`src/rtl/ws_systolic_array.sv`:
```
// Weight-stationary SIZE x SIZE multiply-accumulate array. Activations flow
// left-to-right, partial sums flow top-to-bottom; skew/de-skew are internal.
module ws_systolic_array #(
  parameter int BIT_WIDTH = 8,
  parameter int ACC_WIDTH = 16,
  parameter int SIZE      = 4,
  parameter int SIGNED    = 0
) (
  input  logic                      clk,
  input  logic                      reset,
  input  logic                      wt_valid,
  input  logic [BIT_WIDTH*SIZE-1:0] wt_row,
  output logic                      wt_ready,
  input  logic                      wt_reload,
  input  logic                      in_valid,
  input  logic [BIT_WIDTH*SIZE-1:0] in_vec,
  output logic                      in_ready,
  output logic                      out_valid,
  output logic [ACC_WIDTH*SIZE-1:0] out_vec,
  output logic                      busy
);

  localparam int ROW_W = (SIZE > 1) ? $clog2(SIZE) : 1;
  localparam int EXT_W = ACC_WIDTH - BIT_WIDTH;
  localparam int LAT   = 2 * SIZE;

  typedef enum logic [1:0] {
    LOAD    = 2'd0,
    COMPUTE = 2'd1,
    DRAIN   = 2'd2
  } state_t;

  state_t                      state_reg;
  logic                        wt_ready_reg;
  logic                        in_ready_reg;
  logic [ROW_W-1:0]            row_cnt_reg;
  logic [LAT-1:0]              vpipe_reg;
  logic                        out_valid_reg;
  logic [ACC_WIDTH*SIZE-1:0]   out_vec_reg;

  logic                        wt_accept;
  logic                        in_accept;
  logic                        row_last;

  logic [BIT_WIDTH*SIZE-1:0]   w_rows   [SIZE];
  logic [BIT_WIDTH-1:0]        act_left [SIZE];
  logic [BIT_WIDTH-1:0]        act_w    [SIZE][SIZE];
  logic [ACC_WIDTH-1:0]        psum_w   [SIZE][SIZE];
  logic [ACC_WIDTH*SIZE-1:0]   aligned;

  assign wt_accept = wt_valid && wt_ready_reg;
  assign in_accept = in_valid && in_ready_reg;
  assign row_last  = (row_cnt_reg == ROW_W'(SIZE - 1));

  // Control FSM; ready flags are registered alongside the state.
  always_ff @(posedge clk or posedge reset) begin
    if (reset) begin
      state_reg    <= LOAD;
      wt_ready_reg <= 1'b1;
      in_ready_reg <= 1'b0;
      row_cnt_reg  <= '0;
    end else begin
      case (state_reg)
        LOAD: begin
          if (wt_valid) begin
            if (row_last) begin
              row_cnt_reg  <= '0;
              state_reg    <= COMPUTE;
              wt_ready_reg <= 1'b0;
              in_ready_reg <= 1'b1;
            end else begin
              row_cnt_reg <= row_cnt_reg + 1'b1;
            end
          end
        end
        COMPUTE: begin
          if (wt_reload) begin
            state_reg    <= DRAIN;
            in_ready_reg <= 1'b0;
          end
        end
        DRAIN: begin
          // Once nothing remains in the pipe, the final result (if any) is
          // sitting in the output register, so LOAD begins the cycle after.
          if (vpipe_reg == '0) begin
            state_reg    <= LOAD;
            wt_ready_reg <= 1'b1;
          end
        end
        default: begin
          state_reg    <= LOAD;
          wt_ready_reg <= 1'b1;
          in_ready_reg <= 1'b0;
        end
      endcase
    end
  end

  // Stationary weight rows, one register per array row.
  for (genvar gi = 0; gi < SIZE; gi++) begin : g_wrow
    logic [BIT_WIDTH*SIZE-1:0] w_row_reg;
    always_ff @(posedge clk or posedge reset) begin
      if (reset) begin
        w_row_reg <= '0;
      end else if (wt_accept && (row_cnt_reg == ROW_W'(gi))) begin
        w_row_reg <= wt_row;
      end
    end
    assign w_rows[gi] = w_row_reg;
  end

  // Input skew: row k enters column 0 k cycles after row 0; bubbles are zeros.
  for (genvar gi = 0; gi < SIZE; gi++) begin : g_skew
    localparam int D = gi + 1;
    logic [BIT_WIDTH-1:0] sk_reg [D];
    always_ff @(posedge clk or posedge reset) begin
      if (reset) begin
        for (int d = 0; d < D; d++) sk_reg[d] <= '0;
      end else begin
        sk_reg[0] <= in_accept ? in_vec[gi*BIT_WIDTH +: BIT_WIDTH] : '0;
        for (int d = 1; d < D; d++) sk_reg[d] <= sk_reg[d-1];
      end
    end
    assign act_left[gi] = sk_reg[D-1];
  end

  // Processing elements: gi is the array row (activation lane), gj the column.
  for (genvar gi = 0; gi < SIZE; gi++) begin : g_row
    for (genvar gj = 0; gj < SIZE; gj++) begin : g_col
      logic [BIT_WIDTH-1:0] a_in;
      logic [BIT_WIDTH-1:0] w_el;
      logic [ACC_WIDTH-1:0] p_in;
      logic [ACC_WIDTH-1:0] a_ext;
      logic [ACC_WIDTH-1:0] w_ext;
      logic [ACC_WIDTH-1:0] prod;
      logic [BIT_WIDTH-1:0] act_reg;
      logic [ACC_WIDTH-1:0] psum_reg;

      if (gj == 0) begin : g_a0
        assign a_in = act_left[gi];
      end else begin : g_an
        assign a_in = act_w[gi][gj-1];
      end

      if (gi == 0) begin : g_p0
        assign p_in = '0;
      end else begin : g_pn
        assign p_in = psum_w[gi-1][gj];
      end

      assign w_el = w_rows[gi][gj*BIT_WIDTH +: BIT_WIDTH];

      // Extending before the multiply keeps the low ACC_WIDTH product bits exact.
      if (SIGNED != 0) begin : g_sx
        assign a_ext = {{EXT_W{a_in[BIT_WIDTH-1]}}, a_in};
        assign w_ext = {{EXT_W{w_el[BIT_WIDTH-1]}}, w_el};
      end else begin : g_zx
        assign a_ext = {{EXT_W{1'b0}}, a_in};
        assign w_ext = {{EXT_W{1'b0}}, w_el};
      end

      assign prod = a_ext * w_ext;

      always_ff @(posedge clk or posedge reset) begin
        if (reset) begin
          act_reg  <= '0;
          psum_reg <= '0;
        end else begin
          act_reg  <= a_in;
          psum_reg <= p_in + prod;
        end
      end

      assign act_w[gi][gj]  = act_reg;
      assign psum_w[gi][gj] = psum_reg;
    end
  end

  // Output de-skew: column j is ready SIZE-1-j cycles before the last column.
  for (genvar gi = 0; gi < SIZE; gi++) begin : g_deskew
    localparam int D = SIZE - 1 - gi;
    if (D == 0) begin : g_direct
      assign aligned[gi*ACC_WIDTH +: ACC_WIDTH] = psum_w[SIZE-1][gi];
    end else begin : g_delay
      logic [ACC_WIDTH-1:0] ds_reg [D];
      always_ff @(posedge clk or posedge reset) begin
        if (reset) begin
          for (int d = 0; d < D; d++) ds_reg[d] <= '0;
        end else begin
          ds_reg[0] <= psum_w[SIZE-1][gi];
          for (int d = 1; d < D; d++) ds_reg[d] <= ds_reg[d-1];
        end
      end
      assign aligned[gi*ACC_WIDTH +: ACC_WIDTH] = ds_reg[D-1];
    end
  end

  // Valid token tracks each accepted vector through the 2*SIZE cycle pipe.
  always_ff @(posedge clk or posedge reset) begin
    if (reset) begin
      vpipe_reg     <= '0;
      out_valid_reg <= 1'b0;
      out_vec_reg   <= '0;
    end else begin
      vpipe_reg     <= {vpipe_reg[LAT-2:0], in_accept};
      out_valid_reg <= vpipe_reg[LAT-1];
      out_vec_reg   <= vpipe_reg[LAT-1] ? aligned : '0;
    end
  end

  assign wt_ready  = wt_ready_reg;
  assign in_ready  = in_ready_reg;
  assign out_valid = out_valid_reg;
  assign out_vec   = out_vec_reg;
  assign busy      = (|vpipe_reg) | out_valid_reg;

endmodule

```
`config.mk`:
```
export PLATFORM = sky130hd
export DESIGN_NAME = ws_systolic_array
export DESIGN_NICKNAME = d
export VERILOG_FILES = /design/src/rtl/ws_systolic_array.sv
export SDC_FILE = /design/constraint.sdc
export NUM_CORES = 2
export LEC_CHECK = 0
export ABC_AREA = 1
export CAP_MARGIN = 20
export CORE_UTILIZATION = 65
export DETAILED_ROUTE_END_ITERATION = 10
export PLACE_DENSITY = 0.83
export SLEW_MARGIN = 40
export SYNTH_ARGS = -nofsm -noshare
export SYNTH_HDL_FRONTEND = slang
export SYNTH_SLANG_ARGS = --single-unit
```
`constraint.sdc`:
```
create_clock -name clk -period 28.9 [get_ports clk]
set_input_delay 4.335 -clock clk [delete_from_list [all_inputs] [get_ports clk]]
set_output_delay 4.335 -clock clk [all_outputs]
set_load 0.01 [all_outputs]
```
# Word level (Yosys, flattened, before mapping)
# Index checks and enable logic that the tools add are counted.
totals:
  regBits: 735
  latchBits: 0
  ramBits: 0
  mem_bits_ro: 0
  input_bits: 69
  output_inout_bits: 68
  mem_count: 0
op_classes:
  n_addsub: 13
  mul: 16
  div: 0
  magnitude_cmp: 0
  n_eq_ne: 9
  n_shift: 0
  mux: 19
  bitwise: 3
  reduce_logical: 14
op_table:
  columns: ["op", "count"]
  rows:
  - ["multiplier 8 x 8 -> 16 bit", 16]
  - ["adder 16 bit", 12]
  - ["two-way mux 64 bit", 1]
  - ["two-way mux 8 bit", 4]
  - ["AND reduction 4 bit", 3]
  - ["two-way mux 2 bit", 5]
  - ["zero test 8 bit", 1]
  - ["inequality test 2 bit (second input constant)", 4]
  - ["OR reduction 8 bit", 1]
  - ["== test 2 bit (second input constant)", 3]
  - ["logical AND 1 bit", 6]
  - ["two-way mux 1 bit", 6]
  - ["one-hot mux 1 bit (3 select lines)", 2]
  - ["one-hot mux 2 bit (3 select lines)", 1]
  - ["== test 2 x 1 -> 1 bit (second input constant)", 2]
  - ["zero test 2 bit", 2]
  - ["adder 2 x 1 -> 2 bit (second input constant)", 1]
  - ["NOT 1 bit", 2]
  - ["AND reduction 2 bit", 1]
  - ["OR 1 bit", 1]

# Logic depth before layout (Yosys ltp)
logic_depth:
  depth_word: 4
  mapped_depth: 20

# Worst setup path after synthesis
# Ideal clock, no wire load.
synth_timing:
  kind: "register -> output"
  startpoint: "register vpipe_reg[7]"
  endpoint: "output busy"
  t_arrival_ns: 0.898
  slack_ns: 23.667
  stages_incl_launch_ff: 4
  cell_sequence: "dfrtp_1 > nor2_1 > nand2_1 > or3_1"
synth_between:
  elab_chain_len: 2
synth_rtl:
  columns: ["item", "line_no", "text"]
  rows:
  - ["from (decl)", "37", "logic [LAT-1:0] vpipe_reg;"]
  - ["from (signal assigned)", "205", "vpipe_reg <= {vpipe_reg[LAT-2:0], in_accept};"]
  - ["OR reduction 8 bit", "215", "assign busy = (|vpipe_reg) | out_valid_reg;"]
  - ["OR 1 bit", "215", null]
  - ["to (decl)", "20", "output logic busy"]
# No other way between the ends.

# Worst setup path in the final report
# Same ends and word-level chain as after synthesis.

==> flow_summary.json <==
{
  "fp.dieH_um": 317,
  "syn_area_per_cell_um2": 8.10,
  "rsz0062_at_grt": "false",
  "io_buffers": 136,
  "status": "complete, no violations",
  "h-tree-depth": 3,
  "crit_start": "vpipe_reg[7]",
  "syn_area_um2": 64400,
  "fin_crit_ns": 6.80,
  "end_kind": "output port",
  "worstSetupPathType": "reg2out",
  "initial_core_util": 0.656,
  "largest_reg_flops": 256,
  "required_ns": 24.57,
  "drc": 0,
  "post-cts-setup-buffers": 0,
  "cts_buffers": 81,
  "vias_per_cell": 5.06,
  "slew_headroom": 0.521,
  "cts_tree": "built",
  "syn_inst": 7958,
  "max-vdd-ir-drop_v": 0.0000552,
  "min_path_type": "reg2reg",
  "nets": 9280,
  "grt_max_degree": 145,
  "postCtsHoldBufs": 0,
  "power_leakage_nw": 44.3,
  "grtUsageTotal": 0.284,
  "dp_hpwl_um": 107000,
  "power_per_cell_area_nw_per_um2": 70.5,
  "reg2reg_from": "g_wrow[3].w_row_reg[18]",
  "synth.area.top_cells": "dfrtp_1 (29%), fa_1 (23%), inv_1 (15%)",
  "crit_path_start_kind": "flip-flop",
  "post-route-util": 0.704,
  "drive_gt1_frac": 0.0286,
  "drv_slew": 0,
  "place_congestion": 0.895,
  "clock_path_buffers": 3,
  "nFillCells": 7099,
  "first_pass_iters": 6,
  "grt_pass1_vias": 49600,
  "ys_types": 26,
  "cts.repair.resized": 0,
  "insertion_delay_ns": 0.69,
  "rows": 115,
  "grt_pass1_wl_um": 231000,
  "antenna_left": 0,
  "core-area_um2": 98300,
  "min_from": "g_deskew[1].g_delay.ds_reg[25]",
  "arrival_ns": 2.46,
  "yosysTopAreaCell": "dfrtp_1",
  "yosysSeqAreaShare": 0.286,
  "setup_violations": 0,
  "clock_sinks": 735,
  "die_area_um2": 100000,
  "crit_chain": "buf_4, nor2_1, nand2_1, or3_1, clkdlybuf4s50_1",
  "crit_path_top_delay_cell": "clkdlybuf4s50_1",
  "syn_to_final_growth_pct": 7.46,
  "root_buffer": "clkbuf_16",
  "ys_ff_latch": 735,
  "syn_nets": 9339,
  "fin_crit_sh": 0.235,
  "worst_pin_slew_ns": 0.719,
  "io_pins": 137,
  "fmax_mhz": 147,
  "vias": 46800,
  "finalSetupTns_ns": 0,
  "crit_path_max_incr_delay_ns": 0.48,
  "drv_cap": 0,
  "cp_max_fo": 66,
  "wire_per_inst_um": 14.6,
  "grt-ovfl-total": 0,
  "drtIter0Drc": 3196,
  "wl_um": 135000,
  "antenna_found_initial": 0,
  "hold_viol": 0,
  "netlist.area_leader.share": 0.285,
  "path_clk_slew_ns": 0.06,
  "die_x_um": 317,
  "ys_warn_count": 0,
  "clock_skew_ns": 0.0365
}
## cell families (layout without fill, tap and decap cells)
| family | after synthesis | after routing | share of synthesized area |
|---|---|---|---|
| compound gates | 243 | 243 | 0.0205 |
| xor+xnor | 113 | 113 | 0.0154 |
| fa+ha+maj | 1312 | 1312 | 0.342 |
| buf+inv | 2899 | 2907 | 0.172 |
| flops | 735 | 735 | 0.286 |
| other cells | 0 | 1 | 0 |
| simple gates | 2656 | 2656 | 0.165 |
## path summary, 6_finish.rpt
| check | to | slack, ns | depth (start not counted) |
|---|---|---|---|
| setup / recovery | busy | 22.10 | 5 |
| hold / removal | aligned[25] | 0.34 | 0 |
| setup reg to reg | g_row[3].g_col[2].psum_reg[15] | 24.72 | 17 |
| hold reg to reg | aligned[25] | 0.34 | 0 |
| max in group asynchronous | g_row[0].g_col[0].a_in[2] | 22.58 | 5 |
| min in group asynchronous | out_vec[34] | 4.22 | 2 |
## cell usage after synthesis (all sizes together)
master  count
inv      2607
nand2    2219
fa        744
dfrtp     734
ha        568
clkbuf    259
nand3     208
nor2      156
o21ai     132
a21oi     110
xor2       81
nand4      68
buf        33
xnor2      32
and2        4
dfstp       1
o31ai       1
or3         1
## cell type report
cell class | instances | area (µm²) | share of cell area
antenna | 1 | 2.50 | 0.0000361
clock buffer | 104 | 2180 | 0.0315
clock inverter | 46 | 659 | 0.00952
inverter | 2607 | 9800 | 0.142
multi-input combinational | 4324 | 35000 | 0.505
sequential | 735 | 18400 | 0.266
tap | 1287 | 1610 | 0.0233
timing repair buffer | 150 | 1610 | 0.0233
## routing by layer
| layer | vias to the layer above | routed length (µm) | track usage |
|---|---|---|---|
| li1 | 22200 | - | - |
| met1 | 22700 | 54200 | 0.362 |
| met2 | 1510 | 66800 | 0.492 |
| met3 | 347 | 9590 | 0.0451 |
| met4 | 0 | 4230 | 0.102 |
| met5 | - | 0 | 0 |
## cells in the final DEF, fill, tap and decap left out, types with 16 or more instances in the layout
master           count
xor2_1              81
nor2_1             150
inv_1             2606
clkbuf_16           81
clkbuf_1            16
ha_1               568
nand3_1            172
fa_1               744
nand2_1           2211
o21ai_1            101
a21oi_1            110
dfrtp_1            733
nand3_2             32
clkdlybuf4s50_1    136
nand4_1             68
xnor2_1             32
o21ai_2             27
## where the power goes
group | internal [mW] | switching, mW | leakage, nW
Sequential | 1.34 | 0.439 | 9.69
Combinational | 0.783 | 1.22 | 33.2
Clock | 0.630 | 0.462 | 1.37
Total | 2.75 | 2.12 | 44.3
## through the flow
step | hold slack (ns) | setup slack, ns | instances | total power [mW] | instance area (µm²)
global placement | 0.332 | 21.49 | 9096 | 3.64 | 66200
finish | 0.342 | 22.10 | 9254 | 4.88 | 69200
detailed placement | 0.335 | 21.76 | 9100 | 3.76 | 66300
floorplan | 0.331 | 3.94 | 7958 | 3.17 | 64400
global route | 0.351 | 22.01 | 9253 | 5.31 | 69200
CTS | 0.347 | 22.05 | 9250 | 4.89 | 69200
## worst max-delay path: cells and delay by family, from the launching register on
| kind | cells | cell delay [ns] |
|---|---|---|
| buf+inv | 2 | 0.80 |
| flops | 1 | 0.38 |
| simple gates | 3 | 0.60 |
No activity file was read; power rests on OpenSTA's default activity.
